--- src/rtl/fifo_push_arbiter.sv ---
// Round-robin burst arbiter sharing one async-FIFO push port among REQ_COUNT
// write-domain requesters. One arbitration cycle per burst; accepted beats are
// forwarded to the FIFO combinationally in the same cycle.
module fifo_push_arbiter #(
  parameter int unsigned REQ_COUNT  = 4,
  parameter int unsigned DATA_WIDTH = 32,
  parameter int unsigned MAX_BURST  = 4
) (
  input  logic                            CLK,
  input  logic                            RST,
  input  logic                            ENABLE,
  input  logic [REQ_COUNT-1:0]            REQ_VALID,
  input  logic [REQ_COUNT*DATA_WIDTH-1:0] REQ_DATA,
  input  logic [REQ_COUNT-1:0]            REQ_LAST,
  output logic [REQ_COUNT-1:0]            REQ_READY,
  output logic                            GRANT_VALID,
  output logic [$clog2(REQ_COUNT)-1:0]    GRANT_ID,
  output logic                            W_nEN,
  output logic [DATA_WIDTH-1:0]           W_DATA,
  input  logic                            W_FULL,
  output logic                            BUSY
);

  localparam int unsigned IdW  = $clog2(REQ_COUNT);
  localparam int unsigned CntW = $clog2(MAX_BURST + 1);

  typedef enum logic {StIdle, StBurst} state_e;

  state_e              state_q, state_d;
  logic [IdW-1:0]      rr_ptr_q, rr_ptr_d;
  logic [IdW-1:0]      grant_id_q, grant_id_d;
  logic [CntW-1:0]     beat_cnt_q, beat_cnt_d;
  logic                accept;
  logic                burst_end;
  logic                found;
  logic [IdW-1:0]      winner;

  // Pick the first valid requester at or after rr_ptr, wrapping modulo REQ_COUNT.
  always_comb begin
    int unsigned     idx;
    logic [IdW-1:0]  cand;
    idx    = 0;
    cand   = '0;
    winner = '0;
    found  = 1'b0;
    for (int unsigned k = 0; k < REQ_COUNT; k++) begin
      idx  = (32'(rr_ptr_q) + k) % REQ_COUNT;
      cand = IdW'(idx);
      if (!found && REQ_VALID[cand]) begin
        found  = 1'b1;
        winner = cand;
      end
    end
  end

  // Owner handshake and FIFO write path; reset blocks any push immediately.
  always_comb begin
    accept    = 1'b0;
    REQ_READY = '0;
    W_DATA    = '0;
    if (state_q == StBurst && !RST) begin
      REQ_READY[grant_id_q] = ~W_FULL;
      accept                = REQ_VALID[grant_id_q] & ~W_FULL;
      W_DATA                = REQ_DATA[32'(grant_id_q) * DATA_WIDTH +: DATA_WIDTH];
    end
    W_nEN     = ~accept;
    burst_end = accept & (REQ_LAST[grant_id_q] | ((32'(beat_cnt_q) + 1) == MAX_BURST));
  end

  // Next-state: grant in IDLE, count beats and release the port in BURST.
  always_comb begin
    state_d    = state_q;
    rr_ptr_d   = rr_ptr_q;
    grant_id_d = grant_id_q;
    beat_cnt_d = beat_cnt_q;
    unique case (state_q)
      StIdle: begin
        if (ENABLE && found) begin
          state_d    = StBurst;
          grant_id_d = winner;
          beat_cnt_d = '0;
        end
      end
      StBurst: begin
        if (accept) begin
          beat_cnt_d = beat_cnt_q + CntW'(1);
        end
        if (burst_end) begin
          state_d  = StIdle;
          rr_ptr_d = (grant_id_q == IdW'(REQ_COUNT - 1)) ? '0 : grant_id_q + IdW'(1);
        end
      end
      default: state_d = StIdle;
    endcase
  end

  // State registers with asynchronous active-high reset.
  always_ff @(posedge CLK or posedge RST) begin
    if (RST) begin
      state_q    <= StIdle;
      rr_ptr_q   <= '0;
      grant_id_q <= '0;
      beat_cnt_q <= '0;
    end else begin
      state_q    <= state_d;
      rr_ptr_q   <= rr_ptr_d;
      grant_id_q <= grant_id_d;
      beat_cnt_q <= beat_cnt_d;
    end
  end

  assign GRANT_VALID = (state_q == StBurst);
  assign GRANT_ID    = grant_id_q;
  assign BUSY        = (state_q == StBurst) | (|REQ_VALID);

endmodule

--- config.mk ---
export PLATFORM = sky130hd
export DESIGN_NAME = fifo_push_arbiter
export DESIGN_NICKNAME = d
export VERILOG_FILES = /design/src/rtl/fifo_push_arbiter.sv
export SDC_FILE = /design/constraint.sdc
export NUM_CORES = 1
export LEC_CHECK = 0
export BUFFER_PORTS_ARGS = -buffer_cell sky130_fd_sc_hd__buf_2
export CAP_MARGIN = 25
export CORE_MARGIN = 5
export CORE_UTILIZATION = 34
export DETAILED_ROUTE_END_ITERATION = 7
export GPL_TIMING_DRIVEN = 0
export PLACE_DENSITY = 0.9
export SYNTH_ARGS = -nofsm -noshare
export SYNTH_HDL_FRONTEND = slang
export SYNTH_SLANG_ARGS = --single-unit
--- constraint.sdc ---
create_clock -name CLK -period 2.2 [get_ports CLK]
set_clock_uncertainty 0.2 [all_clocks]
set_input_delay 0.22 -clock CLK [delete_from_list [all_inputs] [get_ports CLK]]
set_output_delay 0.22 -clock CLK [all_outputs]
set_load 0.005 [all_outputs]
==> results of run 1 <==
[what timing repair did]
action                                 4_1_cts  5_1_grt
setup endpoints to repair                   30       28
buffers inserted                             1        6
endpoints found under the hold margin        8        0
gates resized for setup                     13        7
cloned                                       0        0
hold buffers                                 1        0
[metal layers]
metal | global-route usage [%] | vias up
li1 | - | 916
met3 | 4.005 | 16
met5 | 0 | -
met4 | 6.818 | 0
met2 | 41.01 | 101
met1 | 22.74 | 909
[final timing paths]
check	endpoint
max	W_DATA[14]
min	GRANT_ID[1]
max reg2reg	rr_ptr_q[0]
min reg2reg	beat_cnt_q[0]
max in group asynchronous	rr_ptr_q[1]
min in group asynchronous	rr_ptr_q[0]
[layout make-up]
cell class	count	area [µm²]
buffer	12	125.1
clock buffer	3	41.29
fill	395	1727
inverter	8	30.03
multi-input combinational	113	1292
sequential	8	200.2
tap	52	65.06
timing repair buffer	188	963.4
[cells by family after synthesis]
kind of cell / share of synthesized area [%]
buf+inv: 5.766
mux: 50.24
fa+ha+maj: 4.739
flops: 12.64
compound gates: 5.371
simple gates: 21.25
[worst max-delay path, stage by stage (launching register included)]
cell     delay, ns
dfrtp_1       0.39
buf_12        0.15
buf_12        0.14
mux4_2        0.50
nor2b_1       0.15
buf_2         0.14
[cells in the mapped netlist, drive strengths merged]
cell type,number
or3b,1
dfrtp,8
and2,5
buf,7
a21oi,4
inv,8
a31o,1
o21ai,6
a221o,1
o22ai,2
nor4,1
nand3,2
mux4,34
clkbuf,5
ha,6
mux2,2
nand2,6
nor2,6
nand2b,3
nor2b,33
[registers in the layout, summed over array words and instances (netlist names)]
register     cells
beat_cnt_q       3
GRANT_ID         2
rr_ptr_q         2
GRANT_VALID      1
[metrics by stage]
stage	setup WS [ns]	cell area, µm²	instances
after floorplan	0.2527	1584	141
after global placement	-0.01098	2550	373
after detailed placement	-0.02626	2550	373
after CTS	0.006143	2646	378
after global routing	-0.003834	2718	384
final	0.07123	2718	384
[power groups by stage]
stage | sequential, mW | clock, mW | combinational, mW
global placement | 0.283 | 0 | 1.79
floorplan | 0.273 | 0 | 1.28
finish | 0.289 | 0.173 | 2.03
global route | 0.298 | 0.182 | 2.22
CTS | 0.283 | 0.178 | 1.93
detailed placement | 0.290 | 0 | 1.83
==> results.py, run 1 <==
metrics = {
    "global_routing": {
        "overflow": 0,
        "grt_use_total_pct": 21.07,
        "grt_pass1_vias": 2168,
        "grt_first_pass_wirelength_mm": 10.45,
        "antenna_found_initial": 0,
        "grt_max_degree": 11,
    },
    "power": {
        "ir_drop_v": 0.0006018,
        "switching_share_pct": 37.21,
        "combPwrFrac_pct": 81.5,
        "power_leakage_nw": 1.413,
        "p_int_mw": 1.563,
        "clockPowerShare_pct": 6.9,
        "p_sw_uw": 926.2,
        "power_mw": 2.489,
        "power.share.sequential_pct": 11.6,
        "powerDensity_nw_per_um2": 916.0,
    },
    "worst_setup_path": {
        "cp_max_fo": 10,
        "path_class": "reg -> out",
        "arrival_ns": 1.71,
        "worst_setup_path_end_kind": "output port",
        "r2r-start": "GRANT_ID[0]",
        "r2r_slack_ns": 0.18,
        "crit_required_ns": 1.78,
        "cp-startpoint": "GRANT_ID[0]",
        "worst_setup_path_start_kind": "flip-flop",
        "ff2ff_path_depth": 6,
    },
    "synth": {
        "synth_top_area_share_pct": 48.34,
        "ys_ff_latch": 8,
        "yosys-top-cells-area": "mux4_2, nor2b_1, dfrtp_1",
        "netlist_instances": 141,
        "yosys.area.top_type": "mux4_2",
        "yosysWarnings": 0,
        "avgSynthCellArea_um2": 11.23,
        "synth_cell_types": 26,
        "syn_area_um2": 1584,
        "mappedNetlistNets": 287,
        "synth.yosys.seq_area_share_pct": 12.64,
    },
    "run": {
        "drv_cap": 0,
    },
    "clock_network": {
        "cts.path.max_buffers": 2,
        "clkTransAtPathRegs_ns": 0.04,
        "cts_buffers": 3,
        "cts.sinks": 8,
        "clk_latency_ns": 0.23,
        "root_buffer": "clkbuf_8",
        "cts_tree": "built",
        "htree_levels": 1,
    },
    "drt": {
        "drt_iter0_markers": 59,
        "routed_wirelength_mm": 6.707,
        "top_layer": "met4",
        "wl_per_cell_um": 17.47,
        "vias": 1942,
        "antenna_left": 0,
        "dr_wl_met3_um": 582,
        "drc": 0,
        "viasPerCell": 5.057,
        "dr.pass1.iters": 7,
        "wl_met1_mm": 2.252,
        "wl_met2_mm": 3.704,
    },
    "min_path": {
        "min-delay-start": "REQ_VALID[3]",
        "min_path_cells": 3,
        "hold_class": "in -> reg",
    },
    "run_status": {
        "status": "completed",
    },
    "timing": {
        "layout_worst_path_cycle_share_pct": 96.76,
        "worst_slew_pin_slew_ns": 0.4259,
        "relSlewSlack_pct": 71.61,
        "drv_slew": 0,
        "fin_setup_tns_ns": 0,
        "finalSetupViolCount": 0,
        "period_needed_ns": 2.129,
        "hold_viol": 0,
        "whs_ns": 0.1722,
        "fmax_ghz": 0.4698,
    },
    "place": {
        "port_buffers": 180,
        "routabilityCongestion": 0.8784,
        "place_hpwl_mm": 5.902,
    },
    "floorplanning": {
        "num_rows": 24,
        "die_x_um": 78.26,
        "die-area_um2": 6124,
        "start_util_pct": 35.64,
        "io_pins": 181,
        "core_um2": 4444,
        "die_h_um": 78.26,
    },
    "cells_and_area": {
        "diodes": 0,
        "layout.nets": 480,
        "drive_above_1_share_pct": 71.99,
        "final_common_cell": "buf_2",
        "final_cell_mix": "buf_2, mux4_2, nor2b_1",
        "fin_util_pct": 61.15,
        "area_delta_synth_final_pct": 71.56,
    },
}
No activity file was read; power rests on OpenSTA's default activity.
==> run 2: changes to the inputs <==
Settings changed: BUFFER_PORTS_ARGS -buffer_cell sky130_fd_sc_hd__buf_2 to not set, CORE_AREA set to 5 5 67 69, CORE_MARGIN 5 to not set, CORE_UTILIZATION 34 to not set, CTS_CLUSTER_DIAMETER set to 120, DIE_AREA set to 0 0 72 74, DONT_BUFFER_PORTS set to 1, PLACE_DENSITY 0.9 to 0.65.
==> run 2 against run 1 <==
Against the previous run: sequential cell count is the same; critical path type unchanged; sequential power up 4%; final cell count decreased by 49%; register-to-register slack is essentially flat; largest cell class unchanged; worst hold slack worse by 0.16 ns; die area fell by 13%; sequential share of layout area increased by 4.3 points; maximum frequency about the same; largest power group unchanged; utilization down 16 points; worst setup slack lost 0.00083 ns; global-route usage shrank 0.80 points; critical path depth shrank 1.
==> results.py, run 2 (synthesis gave the netlist of run 1 again) <==
metrics = {
    "run_status": {
        "status": "completed",
    },
    "cells_and_area": {
        "drive_above_1_share_pct": 36.55,
        "final_cell_mix": "mux4_2, nor2b_1, inv_1",
        "multi_input_area_um2": 1292,
        "area_delta_synth_final_pct": 9.400,
        "layout.nets": 293,
        "diodes": 0,
        "finalInstanceArea_um2": 1733,
        "largest-register": "beat_cnt_q",
        "fillers": 370,
        "layout.area.seq_um2": 201.4,
        "final_common_cell": "mux4_2",
        "largest_reg_flops": 3,
    },
    "place": {
        "routabilityCongestion": 0.8559,
        "port_buffers": 0,
        "place_hpwl_mm": 5.225,
        "dpl_cell_area_um2": 1647,
        "post-place-ws_ns": 0.07561,
    },
    "timing": {
        "rsz0062_at_grt": "true",
        "worst_slew_pin_slew_ns": 0.4258,
        "fmax_ghz": 0.4696,
        "fin_ws_ns": 0.07040,
        "relSlewSlack_pct": 71.62,
        "period_needed_ns": 2.130,
        "drv_slew": 0,
        "hold_viol": 0,
        "finalSetupViolCount": 0,
        "layout_worst_path_cycle_share_pct": 96.80,
    },
    "global_routing": {
        "grt_pass1_vias": 1285,
        "grt_use_total_pct": 20.27,
        "antenna_found_initial": 0,
        "grt_max_degree": 11,
        "overflow": 0,
        "grt_first_pass_wirelength_mm": 8.155,
    },
    "floorplanning": {
        "start_util_pct": 41.08,
        "die_x_um": 72,
        "die_h_um": 74,
        "die-area_um2": 5328,
        "core_um2": 3856,
        "io_pins": 181,
        "num_rows": 23,
    },
    "clock_network": {
        "clkTransAtPathRegs_ns": 0.04,
        "root_buffer": "clkbuf_8",
        "cts.sinks": 8,
        "cts_tree": "built",
        "htree_levels": 1,
        "cts.path.max_buffers": 2,
        "cts_buffers": 3,
        "clk_latency_ns": 0.23,
        "cts_setup_buffers": 0,
    },
    "worst_setup_path": {
        "crit_required_ns": 1.78,
        "ff2ff_path_depth": 5,
        "path_class": "reg -> out",
        "worst_setup_path_end_kind": "output port",
        "worst_setup_path_start_kind": "flip-flop",
        "cp_max_fo": 10,
        "arrival_ns": 1.71,
    },
    "drt": {
        "vias": 1270,
        "drc": 0,
        "viasPerCell": 6.513,
        "routed_wirelength_mm": 5.829,
        "wl_per_cell_um": 29.89,
        "drt_iter0_markers": 63,
        "antenna_left": 0,
        "dr.pass1.iters": 4,
    },
    "run": {
        "drv_cap": 0,
    },
    "min_path": {
        "hold_class": "in -> reg",
        "min_path_cells": 2,
    },
    "power": {
        "power_leakage_nw": 0.6216,
        "ir_drop_v": 0.0005460,
        "powerDensity_nw_per_um2": 1169,
    },
}
[run 2: worst max-delay path: stages (launching register included)]
cell	delay, ns
dfrtp_2	0.41
buf_8	0.18
buf_6	0.18
mux4_2	0.54
nor2b_1	0.17
[run 2: final timing paths]
path	start	to	slack (ns)
worst min register to register	beat_cnt_q[0]	beat_cnt_q[0]	0.35
max in group asynchronous	RST	GRANT_ID[0]	1.35
worst min-delay path	REQ_VALID[3]	GRANT_ID[1]	0.01
worst max register to register	GRANT_VALID	rr_ptr_q[0]	0.19
min in group asynchronous	RST	rr_ptr_q[0]	0.20
worst max-delay path	GRANT_ID[0]	W_DATA[29]	0.07
[run 2: area by class of cell]
class                           instances  share of cell area, %
Multi-Input combinational cell        113                  74.58
Sequential cell                         8                  11.62
Buffer                                 12                  5.487
Tap cell                               50                  3.610
Clock buffer                            3                  2.383
Inverter                                8                  1.733
Timing Repair Buffer                    1                 0.5776
[run 2: through the flow]
| step | util (%) | hold slack (ns) | cells | TNS [ns] | power, mW |
|---|---|---|---|---|---|
| after floorplan | - | -0.1643 | 141 | 0 | 1.549 |
| after global placement | 42.70 | -0.1269 | 191 | 0 | 1.753 |
| after detailed placement | 42.70 | -0.1229 | 191 | 0 | 1.797 |
| after CTS | 44.65 | 0.01616 | 195 | 0 | 2.028 |
| after global routing | 44.94 | 0.06605 | 195 | -0.004003 | 2.189 |
| final | 44.94 | 0.01331 | 195 | 0 | 2.027 |
[run 2: per-layer routing]
layer,GRT usage (%),vias up,wire (µm)
li1,-,546,-
met1,23.51,620,1944
met2,36.22,93,3169
met3,6.351,11,583
met4,5.846,0,133
met5,0,-,0
[run 2: what timing repair did]
item | CTS | global route
resized for setup | 9 | 5
setup endpoints to repair | 29 | 24
pin swaps | 0 | 0
hold buffers | 1 | 0
hold endpoints to repair | 8 | 0
[run 2: power breakdown]
part / internal (mW) / switching, mW / total, mW / leakage, nW
registers: 0.214 / 0.0869 / 0.301 / 0.0984
logic: 0.876 / 0.672 / 1.55 / 0.502
clock network: 0.119 / 0.0599 / 0.179 / 0.0216
total: 1.21 / 0.818 / 2.03 / 0.622
==> run 3: changes to the inputs <==
Settings changed: REMOVE_ABC_BUFFERS set to 1.
==> run 3 against run 2 <==
Against the previous run: worst setup slack better by 0.038 ns; die area did not move; utilization is 0.45 points higher; largest cell class unchanged; highest routed layer unchanged; via count grew 2.4%.
==> results.py, run 3 (synthesis gave the netlist of run 1 again) <==
metrics = {
    "worst_setup_path": {
        "cpMaxStageDelayCell": "dfrtp_2",
        "worst_setup_path_end_kind": "flip-flop",
        "worstPathCellList": "buf_16 -> mux4_2 -> nand2_4 -> nor2_2 -> mux2_4",
        "critical_path.top_delay_family": "flip-flops",
        "slowest_delay_ns": 0.67,
        "r2r_slack_ns": 0.11,
        "cp_max_fo": 21,
        "worst_setup_path_start_kind": "flip-flop",
        "critPathBufInv": 1,
        "path_class": "reg -> reg",
        "crit_required_ns": 2.12,
        "arrival_ns": 2.01,
    },
    "timing": {
        "period_needed_ns": 2.092,
        "drv_slew": 0,
        "layout_worst_path_cycle_share_pct": 95.08,
        "hold_viol": 0,
        "relSlewSlack_pct": 67.26,
        "whs_ns": 0.03082,
        "fmax_ghz": 0.4780,
        "rsz0062_at_grt": "false",
        "worst_slew_pin_slew_ns": 0.4911,
        "finalSetupViolCount": 0,
    },
    "cells_and_area": {
        "final_common_cell": "mux4_2",
        "largest_reg_flops": 3,
        "layout.nets": 287,
        "diodes": 0,
        "largest-register": "beat_cnt_q",
        "final_cell_mix": "mux4_2, nor2b_1, inv_1",
        "area_delta_synth_final_pct": 10.51,
        "drive_above_1_share_pct": 38.57,
    },
    "clock_network": {
        "htree_levels": 1,
        "clk_latency_ns": 0.23,
        "clkTransAtPathRegs_ns": 0.04,
        "cts_tree": "built",
        "cts_buffers": 3,
        "root_buffer": "clkbuf_8",
        "cts.sinks": 8,
        "cts.path.max_buffers": 2,
    },
    "drt": {
        "wl_met2_mm": 3.026,
        "drt_iter0_markers": 45,
        "viasPerCell": 6.847,
        "dr.pass1.iters": 4,
        "top_layer": "met4",
        "routed_wirelength_mm": 5.612,
        "wl_met1_mm": 1.822,
        "drc": 0,
        "wl_per_cell_um": 29.54,
        "vias": 1301,
        "antenna_left": 0,
        "dr_wl_met3_um": 712,
    },
    "global_routing": {
        "grt_max_degree": 25,
        "grt_first_pass_wirelength_mm": 7.652,
        "grt_use_total_pct": 19.01,
        "antenna_found_initial": 0,
        "grt_pass1_vias": 1389,
        "overflow": 0,
    },
    "place": {
        "routabilityCongestion": 0.7697,
        "port_buffers": 0,
        "place_hpwl_mm": 4.770,
    },
    "power": {
        "ir_drop_v": 0.0006035,
        "powerDensity_nw_per_um2": 1180,
        "power_mw": 2.065,
        "power_leakage_nw": 0.6255,
    },
    "floorplanning": {
        "io_pins": 181,
        "die_x_um": 72,
        "die-area_um2": 5328,
        "start_util_pct": 41.08,
        "num_rows": 23,
        "die_h_um": 74,
        "core_um2": 3856,
    },
    "min_path": {
        "hold_class": "in -> reg",
    },
    "run": {
        "drv_cap": 0,
    },
    "run_status": {
        "status": "completed",
    },
}
[run 3: cell count changes in the layout (fill, tap and decap cells not counted), sizes merged]
| cell | change |
|---|---|
| clkbuf | -6 |
| buf | +1 |
[run 3: final timing paths]
check	start	to	cells past startpoint
min in group asynchronous	RST	GRANT_ID[0]	2
hold / removal	REQ_VALID[3]	GRANT_ID[1]	2
setup / recovery	GRANT_ID[1]	rr_ptr_q[0]	5
hold reg to reg	beat_cnt_q[2]	beat_cnt_q[2]	1
setup reg to reg	GRANT_ID[1]	rr_ptr_q[0]	5
max in group asynchronous	RST	GRANT_ID[0]	2
[run 3: routing by layer]
layer | up-vias | GRT usage [%]
li1 | 536 | -
met1 | 655 | 22.23
met2 | 105 | 32.86
met3 | 5 | 8.108
met4 | 0 | 3.967
met5 | - | 0
[run 3: stage by stage]
stage / TNS, ns / utilization, % / setup WS, ns / std cells / area, µm²
after floorplan: -24.16 / - / -0.8429 / 129 / 1523
after global placement: -37.00 / 41.11 / -1.161 / 179 / 1585
after detailed placement: -0.4748 / 43.09 / -0.2174 / 182 / 1662
after CTS: 0 / 44.87 / 0.001745 / 188 / 1730
after global routing: 0 / 45.39 / 0.009232 / 190 / 1750
final: 0 / 45.39 / 0.1082 / 190 / 1750
[run 3: layout make-up]
class	count	area, µm²
Clock buffer	4	45.04
Fill cell	377	2106
Inverter	8	30.03
Multi-Input combinational cell	113	1303
Sequential cell	8	205.2
Tap cell	50	62.56
Timing Repair Buffer	7	105.1
[run 3: worst register-to-register path, delay by kind of cell (launching register included)]
kind	cells	cell delay, ns
buf+inv	1	0.22
flops	1	0.67
mux	2	0.55
simple gates	2	0.33
[run 3: report_power, final]
part | internal [mW] | switching (mW)
registers | 0.218 | 0.161
logic | 0.894 | 0.601
clock network | 0.126 | 0.0639
total | 1.24 | 0.826
[run 3: repair_timing]
action | CTS | global route
gates cloned | 0 | 0
hold endpoints to repair | 8 | 0
hold buffers | 1 | 0
setup buffers | 1 | 2
endpoints found under the setup margin | 39 | 25
gates resized for setup | 3 | 2
